$ cat src/rtl/adc_trigcap_if.sv
// Sample-word stream in and capture-RAM write port out, bundled for adc_trigcap.
// The slave modport is the capture controller's view; master is the producer/RAM side.
interface adc_trigcap_if #(
  parameter int ADDR_W = 14
);
  logic [63:0]       i_data;
  logic              i_valid;
  logic              o_wr_en;
  logic [ADDR_W-1:0] o_wr_addr;
  logic [63:0]       o_wr_data;
  logic [7:0]        o_byteen;

  modport slave (
    input  i_data, i_valid,
    output o_wr_en, o_wr_addr, o_wr_data, o_byteen
  );

  modport master (
    output i_data, i_valid,
    input  o_wr_en, o_wr_addr, o_wr_data, o_byteen
  );
endinterface

$ cat src/rtl/adc_trigcap.sv
// Triggered capture into a circular RAM: pre-trigger history, fixed post-trigger
// length, level irq held until acknowledged.
//
// state | meaning
// IDLE  | no writes, waiting for arm
// ARMED | writing history, looking for a rising threshold crossing
// POST  | writing post-trigger words until POST_WORDS reached
// DONE  | capture complete, irq high until ack
module adc_trigcap #(
  parameter int ADDR_W     = 14,
  parameter int PRE_WORDS  = 4096,
  parameter int POST_WORDS = 8192
) (
  input  logic              i_50clk,
  input  logic              i_nreset,
  adc_trigcap_if.slave      bus,
  input  logic [13:0]       i_threshold,
  input  logic              i_arm,
  input  logic              i_ack,
  output logic [ADDR_W-1:0] o_trig_addr,
  output logic              o_wrapped,
  output logic              o_irq,
  output logic [1:0]        o_state
);
  localparam int CW = ADDR_W + 1;
  localparam logic [CW-1:0]     PRE_C  = CW'(PRE_WORDS);
  localparam logic [CW-1:0]     POST_C = CW'(POST_WORDS);
  localparam logic [CW-1:0]     ONE_C  = CW'(1);
  localparam logic [ADDR_W-1:0] ONE_A  = ADDR_W'(1);

  typedef enum logic [1:0] {
    S_IDLE  = 2'd0,
    S_ARMED = 2'd1,
    S_POST  = 2'd2,
    S_DONE  = 2'd3
  } state_t;

  state_t            state_q;
  logic [ADDR_W-1:0] ptr_q, ptr_d;
  logic [CW-1:0]     pre_q;
  logic [CW-1:0]     post_q, post_d;
  logic              prev_above_q;
  logic              wrapped_q;
  logic [ADDR_W-1:0] trig_addr_q;
  logic              irq_q;
  logic              wr_en_q;
  logic [ADDR_W-1:0] wr_addr_q;
  logic [63:0]       wr_data_q;
  logic [7:0]        byteen_q;
  logic              above_d;
  logic              trig_d;

  always_comb begin
    above_d = (bus.i_data[13:0]  >= i_threshold) ||
              (bus.i_data[29:16] >= i_threshold) ||
              (bus.i_data[45:32] >= i_threshold) ||
              (bus.i_data[61:48] >= i_threshold);
    trig_d  = (pre_q == PRE_C) && above_d && !prev_above_q;
    ptr_d   = ptr_q + ONE_A;
    post_d  = post_q + ONE_C;
  end

  always_ff @(posedge i_50clk or negedge i_nreset) begin
    if (!i_nreset) begin
      state_q      <= S_IDLE;
      ptr_q        <= '0;
      pre_q        <= '0;
      post_q       <= '0;
      prev_above_q <= 1'b1;
      wrapped_q    <= 1'b0;
      trig_addr_q  <= '0;
      irq_q        <= 1'b0;
      wr_en_q      <= 1'b0;
      wr_addr_q    <= '0;
      wr_data_q    <= '0;
      byteen_q     <= 8'h00;
    end else begin
      wr_en_q  <= 1'b0;
      byteen_q <= 8'h00;
      case (state_q)
        S_IDLE: begin
          if (i_arm) begin
            state_q      <= S_ARMED;
            ptr_q        <= '0;
            pre_q        <= '0;
            wrapped_q    <= 1'b0;
            trig_addr_q  <= '0;
            prev_above_q <= 1'b1;
          end
        end
        S_ARMED: begin
          if (bus.i_valid) begin
            wr_en_q      <= 1'b1;
            byteen_q     <= 8'hFF;
            wr_addr_q    <= ptr_q;
            wr_data_q    <= bus.i_data;
            ptr_q        <= ptr_d;
            prev_above_q <= above_d;
            if (&ptr_q) wrapped_q <= 1'b1;
            if (pre_q != PRE_C) pre_q <= pre_q + ONE_C;
            if (trig_d) begin
              trig_addr_q <= ptr_q;
              post_q      <= ONE_C;
              if (POST_WORDS == 1) begin
                state_q <= S_DONE;
                irq_q   <= 1'b1;
              end else begin
                state_q <= S_POST;
              end
            end
          end
        end
        S_POST: begin
          if (bus.i_valid) begin
            wr_en_q   <= 1'b1;
            byteen_q  <= 8'hFF;
            wr_addr_q <= ptr_q;
            wr_data_q <= bus.i_data;
            ptr_q     <= ptr_d;
            post_q    <= post_d;
            if (&ptr_q) wrapped_q <= 1'b1;
            if (post_d == POST_C) begin
              state_q <= S_DONE;
              irq_q   <= 1'b1;
            end
          end
        end
        S_DONE: begin
          if (i_ack) begin
            state_q <= S_IDLE;
            irq_q   <= 1'b0;
          end
        end
        default: state_q <= S_IDLE;
      endcase
    end
  end

  assign bus.o_wr_en   = wr_en_q;
  assign bus.o_wr_addr = wr_addr_q;
  assign bus.o_wr_data = wr_data_q;
  assign bus.o_byteen  = byteen_q;
  assign o_trig_addr   = trig_addr_q;
  assign o_wrapped     = wrapped_q;
  assign o_irq         = irq_q;
  assign o_state       = state_q;
endmodule

$ cat src/flat_wrapper.sv
// flat-port wrapper written by rule: the top's interface ports become plain ports
module adc_trigcap_flat 
#(
  parameter int ADDR_W     = 14,
  parameter int PRE_WORDS  = 4096,
  parameter int POST_WORDS = 8192
)
  (i_50clk, i_nreset, i_threshold, i_arm, i_ack, o_trig_addr, o_wrapped, o_irq, o_state, bus_i_data, bus_i_valid, bus_o_wr_en, bus_o_wr_addr, bus_o_wr_data, bus_o_byteen);
  adc_trigcap_if #(.ADDR_W(ADDR_W)) bus_i ();
  input  logic i_50clk;
  input  logic i_nreset;
  input  logic [13:0] i_threshold;
  input  logic i_arm;
  input  logic i_ack;
  output logic [ADDR_W-1:0] o_trig_addr;
  output logic o_wrapped;
  output logic o_irq;
  output logic [1:0] o_state;
  input wire logic [$bits(bus_i.i_data)-1:0] bus_i_data;
  input wire logic [$bits(bus_i.i_valid)-1:0] bus_i_valid;
  output wire logic [$bits(bus_i.o_wr_en)-1:0] bus_o_wr_en;
  output wire logic [$bits(bus_i.o_wr_addr)-1:0] bus_o_wr_addr;
  output wire logic [$bits(bus_i.o_wr_data)-1:0] bus_o_wr_data;
  output wire logic [$bits(bus_i.o_byteen)-1:0] bus_o_byteen;
  assign bus_i.i_data = bus_i_data;
  assign bus_i.i_valid = bus_i_valid;
  assign bus_o_wr_en = bus_i.o_wr_en;
  assign bus_o_wr_addr = bus_i.o_wr_addr;
  assign bus_o_wr_data = bus_i.o_wr_data;
  assign bus_o_byteen = bus_i.o_byteen;
  adc_trigcap #(.ADDR_W(ADDR_W), .PRE_WORDS(PRE_WORDS), .POST_WORDS(POST_WORDS)) u_core (.i_50clk(i_50clk), .i_nreset(i_nreset), .bus(bus_i), .i_threshold(i_threshold), .i_arm(i_arm), .i_ack(i_ack), .o_trig_addr(o_trig_addr), .o_wrapped(o_wrapped), .o_irq(o_irq), .o_state(o_state));
endmodule
$ cat config.mk
export PLATFORM = sky130hd
export DESIGN_NAME = adc_trigcap_flat
export DESIGN_NICKNAME = d
export VERILOG_FILES = /design/src/rtl/adc_trigcap_if.sv /design/src/rtl/adc_trigcap.sv /design/src/flat_wrapper.sv
export SDC_FILE = /design/constraint.sdc
export NUM_CORES = 1
export LEC_CHECK = 0
export ABC_CLOCK_PERIOD_IN_PS = 6100
export BUFFER_PORTS_ARGS = -buffer_cell sky130_fd_sc_hd__buf_2
export CORE_ASPECT_RATIO = 1.2
export CORE_MARGIN = 1
export CORE_UTILIZATION = 40
export CTS_CLUSTER_SIZE = 8
export DETAILED_ROUTE_END_ITERATION = 12
export REMOVE_ABC_BUFFERS = 1
export SLEW_MARGIN = 5
export SYNTH_ARGS = -nofsm -noshare
export SYNTH_HDL_FRONTEND = slang
export SYNTH_SLANG_ARGS = --single-unit
$ cat constraint.sdc
create_clock -name i_50clk -period 6.1 [get_ports i_50clk]
set_clock_uncertainty 0.15 [all_clocks]
set_input_delay 0.61 -clock i_50clk [delete_from_list [all_inputs] [get_ports i_50clk]]
set_output_delay 0.61 -clock i_50clk [all_outputs]
set_load 0.02 [all_outputs]
Yosys cells after proc, flatten, opt, wreduce, memory -nomap -nowiden
Cells that the tools add are included.

Multiplexer cells: 36. Reductions and logical operators: 22. Add/sub/neg operators: 3. Eq/ne operators: 15. Magnitude comparators: 4.

Operators with widths (count): $mux 15 (6); $pmux 15 s2 (2); $ge 14x14->1 (4); $mux 14 (4); $pmux 14 s2 (2); $add 15x1->15 const B (2); $reduce_and 4->1 (5); $mux 8 (2); $eq 15x13->1 const B (1); $eq 15x14->1 const B (1); $ne 15x13->1 const B (1); $add 14x1->14 const B (1); $reduce_and 14->1 (1); $mux 2 (6); $mux 1 (10); $ne 2x1->1 const B (5); $ne 2x2->1 const B (4); $pmux 2 s4 (1); $reduce_bool 2->1 (4); $pmux 1 s2 (3); $reduce_and 3->1 (2); $reduce_and 6->1 (1); $eq 2x2->1 const B (2); $logic_or 1x1->1 (3); other kinds (6) (7).

Output and inout bits: 105. Logic and storage cells: 92. Bits in registers: 150.

Depth between registers and ports, before layout
Gate-level depths: netlist of run 1.

Word-level depth: 9. Gate-level depth with buffers: 12.

Least setup slack after synthesis of run 1
Ideal clock, no wire load.

Path type: input to register. Start: input port i_threshold[13]. End: register u_core.trig_addr_q[10], in the netlist u_core.o_trig_addr[10]. Arrival: 2633 ps. Stages: 12. Setup time: 124 ps. Path slack: 3193 ps. Buffers on the path: 2. Required time: 5826 ps. Cells stage by stage: inv_1 ha_1 a222oi_1 nand4_1 a221oi_2 nand2_1 a311oi_2 nand3_2 and3_1 buf_6 buf_6 mux2i_1.

Word-level cells in the longest chain between the ends: 8.

Ends and longest elaborated chain: start: declaration (line flat_wrapper.sv:12) `input logic [13:0] i_threshold;`; $ge 14x14->1 (on tied branches) (line adc_trigcap.sv:54, adc_trigcap.sv:55); $logic_or 1x1->1 (line adc_trigcap.sv:54) `above_d = (bus.i_data[13:0] >= i_threshold) ||`; $logic_or 1x1->1 (line adc_trigcap.sv:55) `(bus.i_data[29:16] >= i_threshold) ||`; $logic_or 1x1->1 * (line adc_trigcap.sv:56) `(bus.i_data[45:32] >= i_threshold) ||`; $logic_and 1x1->1 * (2 in series) (line adc_trigcap.sv:58) `trig_d = (pre_q == PRE_C) && above_d && !prev_above_q;`; $ne 2x1->1 (no line) *; $reduce_and 4->1 (no line) *; end signal: assignment (line adc_trigcap.sv:102) `trig_addr_q <= ptr_q;`; end: declaration (line adc_trigcap.sv:44) `logic [ADDR_W-1:0] trig_addr_q;`.

Mark *: on every way between the ends. The rest lies on a longest branch, timed or not. A chain may end at the register's enable or synchronous reset.

Worst setup path in the final report of run 1
Start: register u_core.state_q[1], in the netlist u_core.o_state[1]. End: register u_core.trig_addr_q[13], in the netlist u_core.o_trig_addr[13].

Word-level cells in the longest chain between the ends: 3.

Ends and longest elaborated chain: start: declaration (line adc_trigcap.sv:38) `state_t state_q;`; start signal: assignment (line adc_trigcap.sv:65) `state_q <= S_IDLE;`; start signal: assignment (line adc_trigcap.sv:83) `state_q <= S_ARMED;`; start signal: assignment (line adc_trigcap.sv:105) `state_q <= S_DONE;`; $eq 2x1->1 / $logic_not 2->1 (equally long branches) (line adc_trigcap.sv:80) `case (state_q)`; $ne 2x1->1 (no line) (tied with other cells); $reduce_and 4->1 (no line).

Parallel ways exist; a longest one is shown, timed or not.

==> results by group, run 1 <==
Clocking
  • Post-cts sizing count: 0
  • Clock tree sinks: 142
  • Post-CTS Setup Bufs: 0
  • Number of buffers between clock root and the deepest sink: 2
  • Clock tree from TritonCTS: yes
  • Root Buffer: clkbuf_16
  • Clock slew at the register clock pins of the worst setup and hold paths: 70 ps
  • Total clock buffers created by CTS: 17
  • Cts hold-fix bufs: 0
  • Maximum level of the CTS H-tree: 4
  • Later-pin clock latency in the skew report: 430 ps

Worst hold path
  • Worst hold-check path type: in -> async

Place
  • Final weighted congestion in routability-driven placement: 0.7653
  • Placed wire-length estimate: 13670 um
  • Total placed instance area: 8730 um^2
  • Count of placed standard cells including taps: 1112
  • Count of port buffers added during placement: 187

Global routing
  • Overall routing resource usage: 0.1994
  • Global route total overflow: 0
  • Antenna violations before repair: 1
  • Largest net degree at the start of global routing: 95
  • Global-route wire length before repair: 30490 um
  • Number of global-route vias before repair: 6014

Run
  • Total of max-cap violations: 0

Synth
  • Number of synthesis warnings: 0
  • Most used flip-flop cell after synthesis: dfrtp_1
  • Syn_area_per_cell: 10.85 um^2
  • Post-synthesis register bit count: 142
  • Number of standard cells after synthesis: 701
  • Area of the mapped netlist: 7607 um^2
  • EDFF count, synth: 0
  • Share of synthesized registers carrying an async set or reset: 1.000
  • Proportion of synthesized chip area in sequential cells: 0.4673
  • Number of distinct library cells after synthesis: 64

Floorplanning
  • Core area: 18380 um^2
  • Starting density of the core: 0.4139
  • Cell Rows: 54
  • Number of ports placed on the die boundary: 188
  • X dimension of the die: 127.9 um
  • Die boundary height: 153.1 um
  • Total die area: 19580 um^2

Pwr
  • Leakage power summed over all cells: 4.516 nW
  • Cell Int Power: 0.001809 W
  • Total power density per cell area: 277.4 nW/um^2
  • Share of power burned in registers: 0.434
  • Sw Pwr: 0.0007732 W
  • Clock share of power: 0.392
  • Sw frac: 0.2995
  • Part of the total power dissipated in combinational logic: 0.174
  • Maximum ir drop on the vdd rail: 194.4 uV

Layout
  • Number of non-filler instances in the completed layout: 1145
  • Layout cells sized above 1: 0.3475
  • Most common cell after layout, fill and taps aside: buf_2
  • Final instance area: 9306 um^2
  • Synth-to-Final Area Change: 22.34%
  • Layout Nets: 1027
  • Most used cells in the layout excluding fill and tap cells: buf_2 (186), dfrtp_1 (141), mux2_2 (76)
  • Total of fill cells in the finished design: 1742

Detailed routing
  • Number of vias in the routed layout: 5847
  • Number of search-and-repair iterations in the first detailed-routing pass: 6
  • 1st-iter DRT viols: 222
  • Post-DR wirelength/cell: 15.86 um
  • Vias per cell: 5.107
  • Final routed DRC violation total: 0
  • Number of nets with antenna violations after routing: 0
  • Wire length after detailed routing: 18160 um

STA
  • Number of hold-slack violations in the final timing report: 0
  • Timing-limited maximum frequency: 303.6 MHz
  • Final count of pins violating max slew: 0
  • Remaining max-slew budget at the tightest pin: 0.4096
  • Worst Max-Slew Pin Slew: 885.6 ps
  • Portion of the clock cycle consumed by the worst path in the final layout: 0.5400
  • Post-layout min period: 3294 ps
  • Setup TNS: 0 ps
  • Setup repair after global routing missed its margin: false
  • Final number of setup-violating endpoints: 0

Worst setup path
  • Data arrival time at the worst-slack endpoint: 3410 ps
  • Critical path data required time: 6220 ps
  • Maximum fanout encountered on the critical timing path: 21
  • Crit path kind: reg -> reg
  • Endpoint class of the critical path: flip-flop
  • Sort of element at the start of the critical path: flip-flop

Outcome
  • Result of the run: finished clean
layout make-up:
cell class                      instances  area, um^2  share of cell area
Antenna cell                            1       2.502           0.0002689
Timing Repair Buffer                  192       979.7              0.1053
Clock buffer                           19       442.9             0.04759
Multi-Input combinational cell        485        3726              0.4004
Inverter                               41       153.9             0.01654
Tap cell                              252       315.3             0.03388
Clock inverter                         13       131.4             0.01412
Sequential cell                       142        3555              0.3820
metrics by stage:
stage | utilization | power (W) | hold WS [ps] | setup slack [ps]
after floorplan | - | 0.001404 | 164.4 | 3021
after global placement | 0.4750 | 0.001583 | 307.0 | 2659
after detailed placement | 0.4750 | 0.001590 | 322.3 | 2570
after CTS | 0.5063 | 0.002613 | 167.9 | 2680
after global routing | 0.5064 | 0.002710 | 203.8 | 2451
final | 0.5064 | 0.002582 | 112.5 | 2806
worst max-delay path: stages, from the launching register on:
cell	delay [ps]
dfrtp_1	430
inv_1	120
ha_1	670
nand4_1	260
a221oi_2	230
nand2_1	90
a311oi_2	300
nand3_2	170
and3_1	480
mux2i_1	220
power by group through the flow:
stage | registers, W | clock network, W | logic, W
2_1_floorplan | 0.00120 | 0 | 0.000206
3_3_place_gp | 0.00113 | 0 | 0.000450
3_5_place_dp | 0.00113 | 0 | 0.000455
4_1_cts | 0.00112 | 0.00104 | 0.000457
5_1_grt | 0.00113 | 0.00107 | 0.000504
6_report | 0.00112 | 0.00101 | 0.000449
sequential cells by signal, summed over array words and instances, names as in the netlist:
register / cells
u_core.o_state: 2
u_core.prev_above_q: 1
u_core.o_irq: 1
u_core.post_q: 15
u_core.bus.o_wr_data: 64
u_core.o_trig_addr: 14
u_core.ptr_q: 14
u_core.bus.o_wr_addr: 14
u_core.o_wrapped: 1
u_core.pre_q: 15
u_core.bus.o_byteen: 1
final timing paths:
kind,from,endpoint,cells after the start,slack [ps]
setup / recovery,u_core.o_state[1]$_DFFE_PN0P_,u_core.o_trig_addr[13]$_DFFE_PN0P_,9,2810
hold / removal,i_nreset,u_core.pre_q[10]$_DFFE_PN0P_,1,110
setup reg to reg,u_core.o_state[1]$_DFFE_PN0P_,u_core.o_trig_addr[13]$_DFFE_PN0P_,9,2810
hold reg to reg,u_core.bus.o_wr_data[48]$_DFFE_PN0P_,u_core.bus.o_wr_data[48]$_DFFE_PN0P_,2,330
max in group asynchronous,i_nreset,u_core.post_q[4]$_DFFE_PN0P_,2,4540
min in group i_50clk,bus_i_data[14],u_core.bus.o_wr_data[14]$_DFFE_PN0P_,2,260
Yosys cell counts, types with 3 or more instances:
cell type  instances  area, um^2
nor2b_1           10       62.56
or3_1              6       37.54
o21ai_0           23       115.1
and3_1             8       50.05
xor2_1            16       140.1
nor3_1             8       40.04
a21oi_1           21       105.1
mux2_2            76       855.8
xnor2_1            7       61.31
o31ai_1           10       75.07
nand2_1           56       210.2
buf_4              8       60.06
nor2_1            51       191.4
inv_1             40       150.1
dfrtp_1          141        3528
and2_1             4       25.02
clkbuf_1          19       71.32
nand4_1           18       112.6
nand2b_1           7       43.79
o21ai_1           10       50.05
ha_1              65       813.3
mux2i_1           14       140.1
nand3_1           23       115.1
nor4_1             3       18.77
buf_2              3       15.01
o41ai_1            7       61.31
a211oi_1           4       30.03
kinds of logic (layout without fill, tap and decap cells):
family,count (synthesis),after routing,synth area share
other,0,1,0
AO/OA/AOI/OAI,100,100,0.08701
AND/OR/NAND/NOR,206,206,0.1365
multiplexers,91,91,0.1329
XOR/XNOR,23,23,0.02648
flip-flops,142,142,0.4673
adder cells (fa/ha/maj),65,65,0.1069
buffers and inverters,74,265,0.04293
metal layers:
layer,wire length (um),vias up,track usage
li1,-,2853,-
met1,7973,2816,0.2404
met2,8600,161,0.3287
met3,1323,17,0.06895
met4,260,0,0.07059
met5,0,-,0
Note: power is estimated with default switching activity, not from simulation.
==> run 2: changes to the inputs <==
--- a/config.mk
+++ b/config.mk
@@ -5,7 +5,8 @@
 export SDC_FILE = /design/constraint.sdc
 export NUM_CORES = 1
 export LEC_CHECK = 0
-export ABC_CLOCK_PERIOD_IN_PS = 6100
+export ABC_AREA = 1
+export ABC_CLOCK_PERIOD_IN_PS = 3160
 export BUFFER_PORTS_ARGS = -buffer_cell sky130_fd_sc_hd__buf_2
 export CORE_ASPECT_RATIO = 1.2
 export CORE_MARGIN = 1
==> constraint.sdc (replaced) <==
create_clock -name i_50clk -period 3.16 [get_ports i_50clk]
set_clock_uncertainty 0.15 [all_clocks]
set_input_delay 0.316 -clock i_50clk [delete_from_list [all_inputs] [get_ports i_50clk]]
set_output_delay 0.316 -clock i_50clk [all_outputs]
set_load 0.02 [all_outputs]
==> run 2 against run 1 <==
Synthesized cell count increased by 47%. Setup slack got worse by 2300 ps. Global-route usage increased by 1.1 points. Sequential power increased by 130%. Area after synthesis increased by 6.0%. Final area increased by 12%. Cell count increased by 35%. Worst hold slack got worse by 82 ps. Non-clock buffer count increased by 64. Highest routed layer unchanged. First-iteration DRC count increased by 23%.
==> results by group, run 2 <==
Worst hold path
  • Worst hold-check path type: in -> reg

Detailed routing
  • Number of vias in the routed layout: 7204 (+23%)
  • Number of search-and-repair iterations in the first detailed-routing pass: 5 (-1)
  • 1st-iter DRT viols: 273 (+23%)
  • Wire length after detailed routing: 20740 um (+14%)
  • Final routed DRC violation total: 0 (unchanged)
  • Number of nets with antenna violations after routing: 0 (unchanged)
  • Post-DR wirelength/cell: 13.41 um (-15%)
  • Vias per cell: 4.660 (-8.7%)

Synth
  • Share of synthesized registers carrying an async set or reset: 1.000 (unchanged)
  • Proportion of synthesized chip area in sequential cells: 0.4408 (-0.02646)
  • Number of distinct library cells after synthesis: 38 (-41%)
  • Synthesized-area fraction occupied by ao, oa, aoi and oai cells: 0.07696 (-0.01005)
  • Post-synthesis register bit count: 142 (unchanged)
  • Area of the mapped netlist: 8064 um^2 (+6.0%)
  • Area fraction in and, or, nand and nor cells after synthesis: 0.2976 (+0.1611)
  • Leading post-synthesis cells by instance count: nand2_1 (411), dfrtp_1 (141), inv_1 (97), ha_1 (65), nor2_1 (58)
  • Mux contribution to synthesized area: 0.001396 (-0.1315)
  • Xor and xnor fraction of the mapped netlist area: 0.01086 (-0.01562)
  • Most used flip-flop cell after synthesis: dfrtp_1
  • Number of standard cells after synthesis: 1031 (+47%)
  • Portion of synthesized cell area occupied by the leading cell type: 0.4375 (-0.02627)
  • Top area cells in the synthesized netlist: dfrtp_1 (44%), nand2_1 (19%), ha_1 (10%)
  • EDFF count, synth: 0 (unchanged)
  • Post-synthesis share of cell area spent on full adders, half adders and majority gates: 0.1009 (-0.006055)
  • Number of synthesis warnings: 0 (unchanged)
  • Most instantiated library cell after synthesis: nand2_1
  • Post-synth top area cell: dfrtp_1
  • Combinational family with the most area after synthesis: simple AND/OR/NAND/NOR gates
  • Syn_area_per_cell: 7.822 um^2 (-28%)

Floorplanning
  • Core area: 19620 um^2 (+6.8%)
  • X dimension of the die: 131.6 um (+2.9%)
  • Starting density of the core: 0.4110 (-0.002910)
  • Die boundary height: 157.5 um (+2.9%)
  • Cell Rows: 56 (+3.7%)
  • Number of ports placed on the die boundary: 188 (unchanged)
  • Total die area: 20730 um^2 (+5.9%)

STA
  • Worst hold-check slack: 30.47 ps (-81.99 ps)
  • Final number of setup-violating endpoints: 0 (unchanged)
  • Setup TNS: 0 ps (unchanged)
  • Timing-limited maximum frequency: 378.8 MHz
  • Final WS setup: 520.2 ps (-2286 ps)
  • Portion of the clock cycle consumed by the worst path in the final layout: 0.8354
  • Post-layout min period: 2640 ps
  • Final count of pins violating max slew: 0 (unchanged)
  • Setup repair after global routing missed its margin: false
  • Number of hold-slack violations in the final timing report: 0 (unchanged)
  • Remaining max-slew budget at the tightest pin: 0.3956 (-0.01396)
  • Worst Max-Slew Pin Slew: 906.5 ps (+20.94 ps)

Layout
  • Total of fill cells in the finished design: 1890 (+8.5%)
  • Number of non-filler instances in the completed layout: 1546 (+35%)
  • Final instance area: 10440 um^2 (+12%)
  • Most common cell after layout, fill and taps aside: nand2_1
  • Layout Nets: 1420 (+38%)
  • Layout cells sized above 1: 0.2210 (-0.1265)
  • Synth-to-Final Area Change: 29.45%
  • Final antenna diode count: 0 (-1)
  • Most used cells in the layout excluding fill and tap cells: nand2_1 (410), buf_2 (186), dfrtp_1 (141)
  • Number of flip-flops in the largest register: 64 (unchanged)

Worst setup path
  • Logic depth of the worst register-to-register path: 14 (+5)
  • Critical path data required time: 3310 ps (-2910 ps)
  • Endpoint class of the critical path: flip-flop
  • Termination of the worst setup path: u_core.o_trig_addr[7]$_DFFE_PN0P_
  • Maximum fanout encountered on the critical timing path: 28 (+33%)
  • Crit path kind: in -> reg
  • Setup slack of the most critical reg-to-reg path: 650 ps (-2160 ps)
  • Data arrival time at the worst-slack endpoint: 2790 ps (-620 ps)
  • Worst setup path start: bus_i_data[45]
  • FF-to-FF End: u_core.ptr_q[13]$_DFFE_PN0P_
  • Crit Reg-Reg Startpoint: u_core.o_state[0]$_DFFE_PN0P_
  • Sort of element at the start of the critical path: input port

Outcome
  • Result of the run: finished clean

Clocking
  • Clock slew at the register clock pins of the worst setup and hold paths: 60 ps (about the same)
  • Maximum level of the CTS H-tree: 4 (unchanged)
  • Number of buffers between clock root and the deepest sink: 2 (unchanged)
  • Post-cts sizing count: 0 (unchanged)
  • Cts hold-fix bufs: 61 (+61)
  • Post-CTS Setup Bufs: 0 (unchanged)
  • Root Buffer: clkbuf_16
  • Total clock buffers created by CTS: 17 (unchanged)
  • Clock tree sinks: 142 (unchanged)
  • Later-pin clock latency in the skew report: 420 ps (about the same)
  • Clock tree from TritonCTS: yes

Run
  • Total of max-cap violations: 0 (unchanged)

Place
  • Final weighted congestion in routability-driven placement: 0.8459 (+11%)
  • Placed wire-length estimate: 15300 um (+12%)
  • Count of placed standard cells including taps: 1453 (+31%)
  • Dpl ws: 570.0 ps (-2000 ps)
  • Count of port buffers added during placement: 187 (unchanged)
  • Total placed instance area: 9246 um^2 (+5.9%)

Pwr
  • Leakage power summed over all cells: 5.636 nW (+25%)
  • Total power density per cell area: 751.5 nW/um^2 (+170%)
  • Maximum ir drop on the vdd rail: 608.8 uV (+210%)

Global routing
  • Number of global-route vias before repair: 7178 (+19%)
  • Global route total overflow: 0 (unchanged)
  • Global-route wire length before repair: 34530 um (+13%)
  • Antenna violations before repair: 0 (-1)
  • Largest net degree at the start of global routing: 94 (-1.1%)
  • Overall routing resource usage: 0.2099 (+0.01051)
run 2: cell types whose count changed in the layout (fill, tap and decap cells not counted), sizes merged, moves of 10 or more:
cell / change
mux2: -76
nand3: +17
inv: +63
nor2: +17
nor2b: -10
mux2i: -14
nand2: +361
o21ai: +37
dlygate4sd3: +61
run 2: kinds of logic after synthesis:
logic type / after synthesis
DFF: 142
and+or+nand+nor: 570
muxes: 1
xor gates and xnor gates: 10
AOI/OAI and AO/OA: 103
adders and majority gates: 65
buffers and inverters: 140
run 2: final cells by class:
type | instances | area (um^2) | area share
well taps | 261 | 326.6 | 0.03128
inverters | 106 | 397.9 | 0.03812
flip-flops and latches | 142 | 3555 | 0.3405
clock inverters | 13 | 138.9 | 0.01330
multi-input cells | 749 | 3940 | 0.3774
repair buffers | 256 | 1638 | 0.1569
clock buffers | 19 | 442.9 | 0.04243
run 2: worst min path at each step:
stage,startpoint,endpoint,slack (ps),cells past startpoint
floorplan,i_nreset,u_core.bus.o_byteen[6]$_DFF_PN0_,-130,0
global placement,i_nreset,u_core.o_trig_addr[5]$_DFFE_PN0P_,180,1
detailed placement,i_nreset,u_core.o_trig_addr[5]$_DFFE_PN0P_,180,1
CTS,bus_i_data[32],u_core.bus.o_wr_data[32]$_DFFE_PN0P_,20,3
global route,bus_i_data[16],u_core.bus.o_wr_data[16]$_DFFE_PN0P_,50,3
finish,bus_i_data[48],u_core.bus.o_wr_data[48]$_DFFE_PN0P_,30,3
run 2: critical path: stages:
cell and delay (ps):
dlygate4sd3_1 540, buf_2 140, ha_1 300, nand2_1 80, nor2_1 180, nand2_1 120
inv_1 70, nand2_1 60, nand2_1 60, nor2_1 30, nand2_1 50, nor2_1 40
nand2_1 180, nand3_4 340, nand2_1 190, o21ai_2 70
run 2: per-stage QoR:
stage | utilization | power, W
after global routing | 0.5321 | 0.008427
after CTS | 0.5321 | 0.007943
after detailed placement | 0.4713 | 0.005860
after global placement | 0.4713 | 0.005823
final | 0.5321 | 0.007845
after floorplan | - | 0.004693
run 2: metal layers:
layer / vias to the layer above / track usage / share of wire
li1: 3740 / - / -
met2: 157 / 0.3598 / 0.48
met4: 0 / 0.07087 / 0.015
met5: - / 0 / 0
met3: 26 / 0.05024 / 0.043
met1: 3281 / 0.2590 / 0.46
run 2: power breakdown:
part	total (W)	leakage [nW]	switching [W]	internal (W)
combinational	0.00325	3.50	0.00225	0.00100
sequential	0.00261	1.87	0.000301	0.00231
clock	0.00198	0.272	0.000795	0.00118
total	0.00784	5.64	0.00335	0.00449
==> run 3: changes to the inputs <==
--- a/config.mk
+++ b/config.mk
@@ -6,7 +6,7 @@
 export NUM_CORES = 1
 export LEC_CHECK = 0
 export ABC_AREA = 1
-export ABC_CLOCK_PERIOD_IN_PS = 3160
+export ABC_CLOCK_PERIOD_IN_PS = 2100
 export BUFFER_PORTS_ARGS = -buffer_cell sky130_fd_sc_hd__buf_2
 export CORE_ASPECT_RATIO = 1.2
 export CORE_MARGIN = 1
==> constraint.sdc (replaced) <==
create_clock -name i_50clk -period 2.1 [get_ports i_50clk]
set_clock_uncertainty 0.15 [all_clocks]
set_input_delay 0.21 -clock i_50clk [delete_from_list [all_inputs] [get_ports i_50clk]]
set_output_delay 0.21 -clock i_50clk [all_outputs]
set_load 0.02 [all_outputs]
==> run 3 against run 2 <==
First-iteration DRC count is 11% higher. Via count is 5.7% higher. Sequential share of layout area is 2.4 points lower. Wire length is 6.2% higher. Final area is 7.5% higher. Sequential power is 50% higher. Clock power is 52% higher.
==> results by group, run 3 (same netlist as run 2, synthesis figures left out) <==
Worst hold path
  • Start point of the worst hold path: bus_i_data[32]
  • Hold Path Cell Cnt: 3 (unchanged)
  • Worst hold-check path type: in -> reg
  • Endpoint with the worst hold slack: u_core.bus.o_wr_data[32]$_DFFE_PN0P_

Global routing
  • Global route total overflow: 0 (unchanged)
  • Number of global-route vias before repair: 7457 (+3.9%)
  • Largest net degree at the start of global routing: 65 (-31%)
  • Antenna violations before repair: 2 (+2)
  • Global-route wire length before repair: 35900 um (+4.0%)
  • Overall routing resource usage: 0.2172 (+0.007305)

Floorplanning
  • Number of ports placed on the die boundary: 188 (unchanged)
  • Die boundary height: 157.5 um (unchanged)
  • X dimension of the die: 131.6 um (unchanged)
  • Cell Rows: 56 (unchanged)
  • Core area: 19620 um^2 (unchanged)
  • Starting density of the core: 0.4110 (unchanged)
  • Total die area: 20730 um^2 (unchanged)

Clocking
  • Total clock buffers created by CTS: 17 (unchanged)
  • Number of buffers between clock root and the deepest sink: 2 (unchanged)
  • Clock slew at the register clock pins of the worst setup and hold paths: 60 ps (about the same)
  • Clock tree sinks: 142 (unchanged)
  • Clock tree from TritonCTS: yes
  • Later-pin clock latency in the skew report: 420 ps (about the same)
  • Maximum level of the CTS H-tree: 4 (unchanged)
  • Root Buffer: clkbuf_16

Detailed routing
  • Metal2 WL: 10890 um (+8.5%)
  • Number of search-and-repair iterations in the first detailed-routing pass: 5 (unchanged)
  • 1st-iter DRT viols: 303 (+11%)
  • Wire length after detailed routing: 22030 um (+6.2%)
  • Vias per cell: 4.746 (+1.8%)
  • Met3 routed wirelength: 1096 um (+22%)
  • Topmost layer with routed signal wires: met5
  • Final routed DRC violation total: 0 (unchanged)
  • Post-DR wirelength/cell: 13.73 um (+2.4%)
  • Number of vias in the routed layout: 7612 (+5.7%)
  • Post-route met1 wirelength: 9687 um (+2.1%)
  • Number of nets with antenna violations after routing: 0 (unchanged)

STA
  • Final count of pins violating max slew: 0 (unchanged)
  • Final number of setup-violating endpoints: 0 (unchanged)
  • Setup repair after global routing missed its margin: true
  • Remaining max-slew budget at the tightest pin: 0.6740 (+0.2784)
  • Portion of the clock cycle consumed by the worst path in the final layout: 0.9851
  • Timing-limited maximum frequency: 483.4 MHz
  • Post-layout min period: 2069 ps
  • Worst Max-Slew Pin Slew: 484.5 ps (-422.0 ps)
  • Number of hold-slack violations in the final timing report: 0 (unchanged)
  • Worst hold-check slack: 43.11 ps (+12.64 ps)

Worst setup path
  • Buffering stage count on the worst path with inverters included: 3 (unchanged)
  • Crit Reg-Reg Startpoint: u_core.o_state[0]$_DFFE_PN0P_
  • Cell type of the slowest stage on the worst timing path: dfrtp_1
  • FF-to-FF End: u_core.ptr_q[13]$_DFFE_PN0P_
  • Cell breakdown of the critical path: inv_2 > ha_4 > inv_2 > o21ai_1 > inv_2 > nand2_2 > nor2_4 > nand2_2 > nor2_4 > nand2_2 > nor2_4 > nand2_2 > o21ai_2 > a21oi_1
  • Critical path data required time: 2250 ps (-1060 ps)
  • Crit path kind: reg -> reg
  • Data arrival time at the worst-slack endpoint: 2220 ps (-570 ps)
  • Sort of element at the start of the critical path: flip-flop
  • Maximum fanout encountered on the critical timing path: 3 (-89%)
  • Dominant cell type by count on the critical path: nand2_2
  • Largest stage delay, worst path: 400 ps (-140 ps)
  • Logic depth of the worst register-to-register path: 14 (unchanged)
  • Endpoint class of the critical path: flip-flop
  • Largest delay contributor family on the critical path: simple AND/OR/NAND/NOR gates
  • Setup slack of the most critical reg-to-reg path: 30 ps (-620 ps)

Run
  • Total of max-cap violations: 0 (unchanged)

Layout
  • Layout Utilization: 0.5722 (+0.04012)
  • Number of flip-flops in the largest register: 64 (unchanged)
  • Final antenna diode count: 0 (unchanged)
  • Layout cells sized above 1: 0.2859 (+0.06492)
  • Most used cells in the layout excluding fill and tap cells: nand2_1 (392), buf_2 (184), dfrtp_1 (141)
  • Layout Nets: 1478 (+4.1%)
  • Most common cell after layout, fill and taps aside: nand2_1
  • Synth-to-Final Area Change: 39.21%

Pwr
  • Maximum ir drop on the vdd rail: 655.5 uV (+7.7%)
  • Total power density per cell area: 1142 nW/um^2 (+52%)
  • Leakage power summed over all cells: 6.022 nW (+6.9%)

Place
  • Count of port buffers added during placement: 187 (unchanged)
  • Final weighted congestion in routability-driven placement: 0.8546 (+1.0%)
  • Placed wire-length estimate: 15560 um (+1.7%)

Outcome
  • Result of the run: finished clean
run 3: cell count changes in the layout (fill, tap and decap cells not counted), moves of 5 or more:
cell	delta
nand2_2	+11
buf_4	+48
inv_2	+8
nand2_4	+7
inv_1	-8
nor2_1	-7
ha_1	-5
nand2_1	-18
run 3: worst max path at each step:
stage | from | endpoint | slack [ps] | cells past startpoint
after global placement | i_threshold[13] | u_core.post_q[0]$_DFFE_PN0P_ | -200 | 15
after floorplan | u_core.o_state[0]$_DFFE_PN0P_ | u_core.bus.o_wr_addr[10]$_DFFE_PN0P_ | -1570 | 6
after CTS | u_core.o_state[0]$_DFFE_PN0P_ | u_core.ptr_q[13]$_DFFE_PN0P_ | 4 | 14
after detailed placement | i_threshold[13] | u_core.post_q[5]$_DFFE_PN0P_ | -240 | 15
after global routing | u_core.o_state[0]$_DFFE_PN0P_ | u_core.ptr_q[13]$_DFFE_PN0P_ | -90 | 14
final | u_core.o_state[0]$_DFFE_PN0P_ | u_core.ptr_q[13]$_DFFE_PN0P_ | 30 | 14
run 3: per-layer routing:
layer  global-route usage  vias to the layer above
li1                     -                     3872
met1               0.2670                     3539
met2               0.3726                      166
met3              0.05733                       31
met4              0.06534                        4
met5                    0                        -
run 3: metrics by stage:
stage / TNS (ps) / total power, W / cell area (um^2) / std cells / setup WS [ps]
5_1_grt: -578.4 / 0.01376 / 11230 / 1604 / -87.82
3_5_place_dp: -6405 / 0.009243 / 9627 / 1497 / -239.3
4_1_cts: 0 / 0.01243 / 10890 / 1596 / 4.485
3_3_place_gp: -5757 / 0.009169 / 9627 / 1497 / -198.7
2_1_floorplan: -124410 / 0.007062 / 7885 / 997 / -1571
6_report: 0 / 0.01282 / 11230 / 1604 / 31.20
run 3: timing repair:
item | 4_1_cts | 5_1_grt
endpoints found under the hold margin | 206 | 0
pin swaps | 2 | 20
hold buffers | 65 | 0
gates resized for setup | 6 | 63
setup endpoints to repair | 3 | 53
gates cloned | 0 | 4
setup buffers | 2 | 6
run 3: report_power, final:
| part | switching, W | internal [W] |
|---|---|---|
| Sequential | 0.000437 | 0.00348 |
| Clock | 0.00125 | 0.00176 |
| Combinational | 0.00376 | 0.00214 |
| Total | 0.00544 | 0.00738 |
run 3: final cells by class:
| class | count | area (um^2) |
|---|---|---|
| repair buffers | 314 | 2200 |
| clock buffers | 20 | 436.7 |
| well taps | 261 | 326.6 |
| flip-flops and latches | 142 | 3555 |
| clock inverters | 12 | 137.6 |
| fillers | 1806 | 8393 |
| inverters | 106 | 397.9 |
| multi-input cells | 749 | 4173 |
run 3: tightest hold or removal path: stages:
cell and delay, ps:
dlymetal6s4s_1 180, inv_2 50, o21ai_0 140
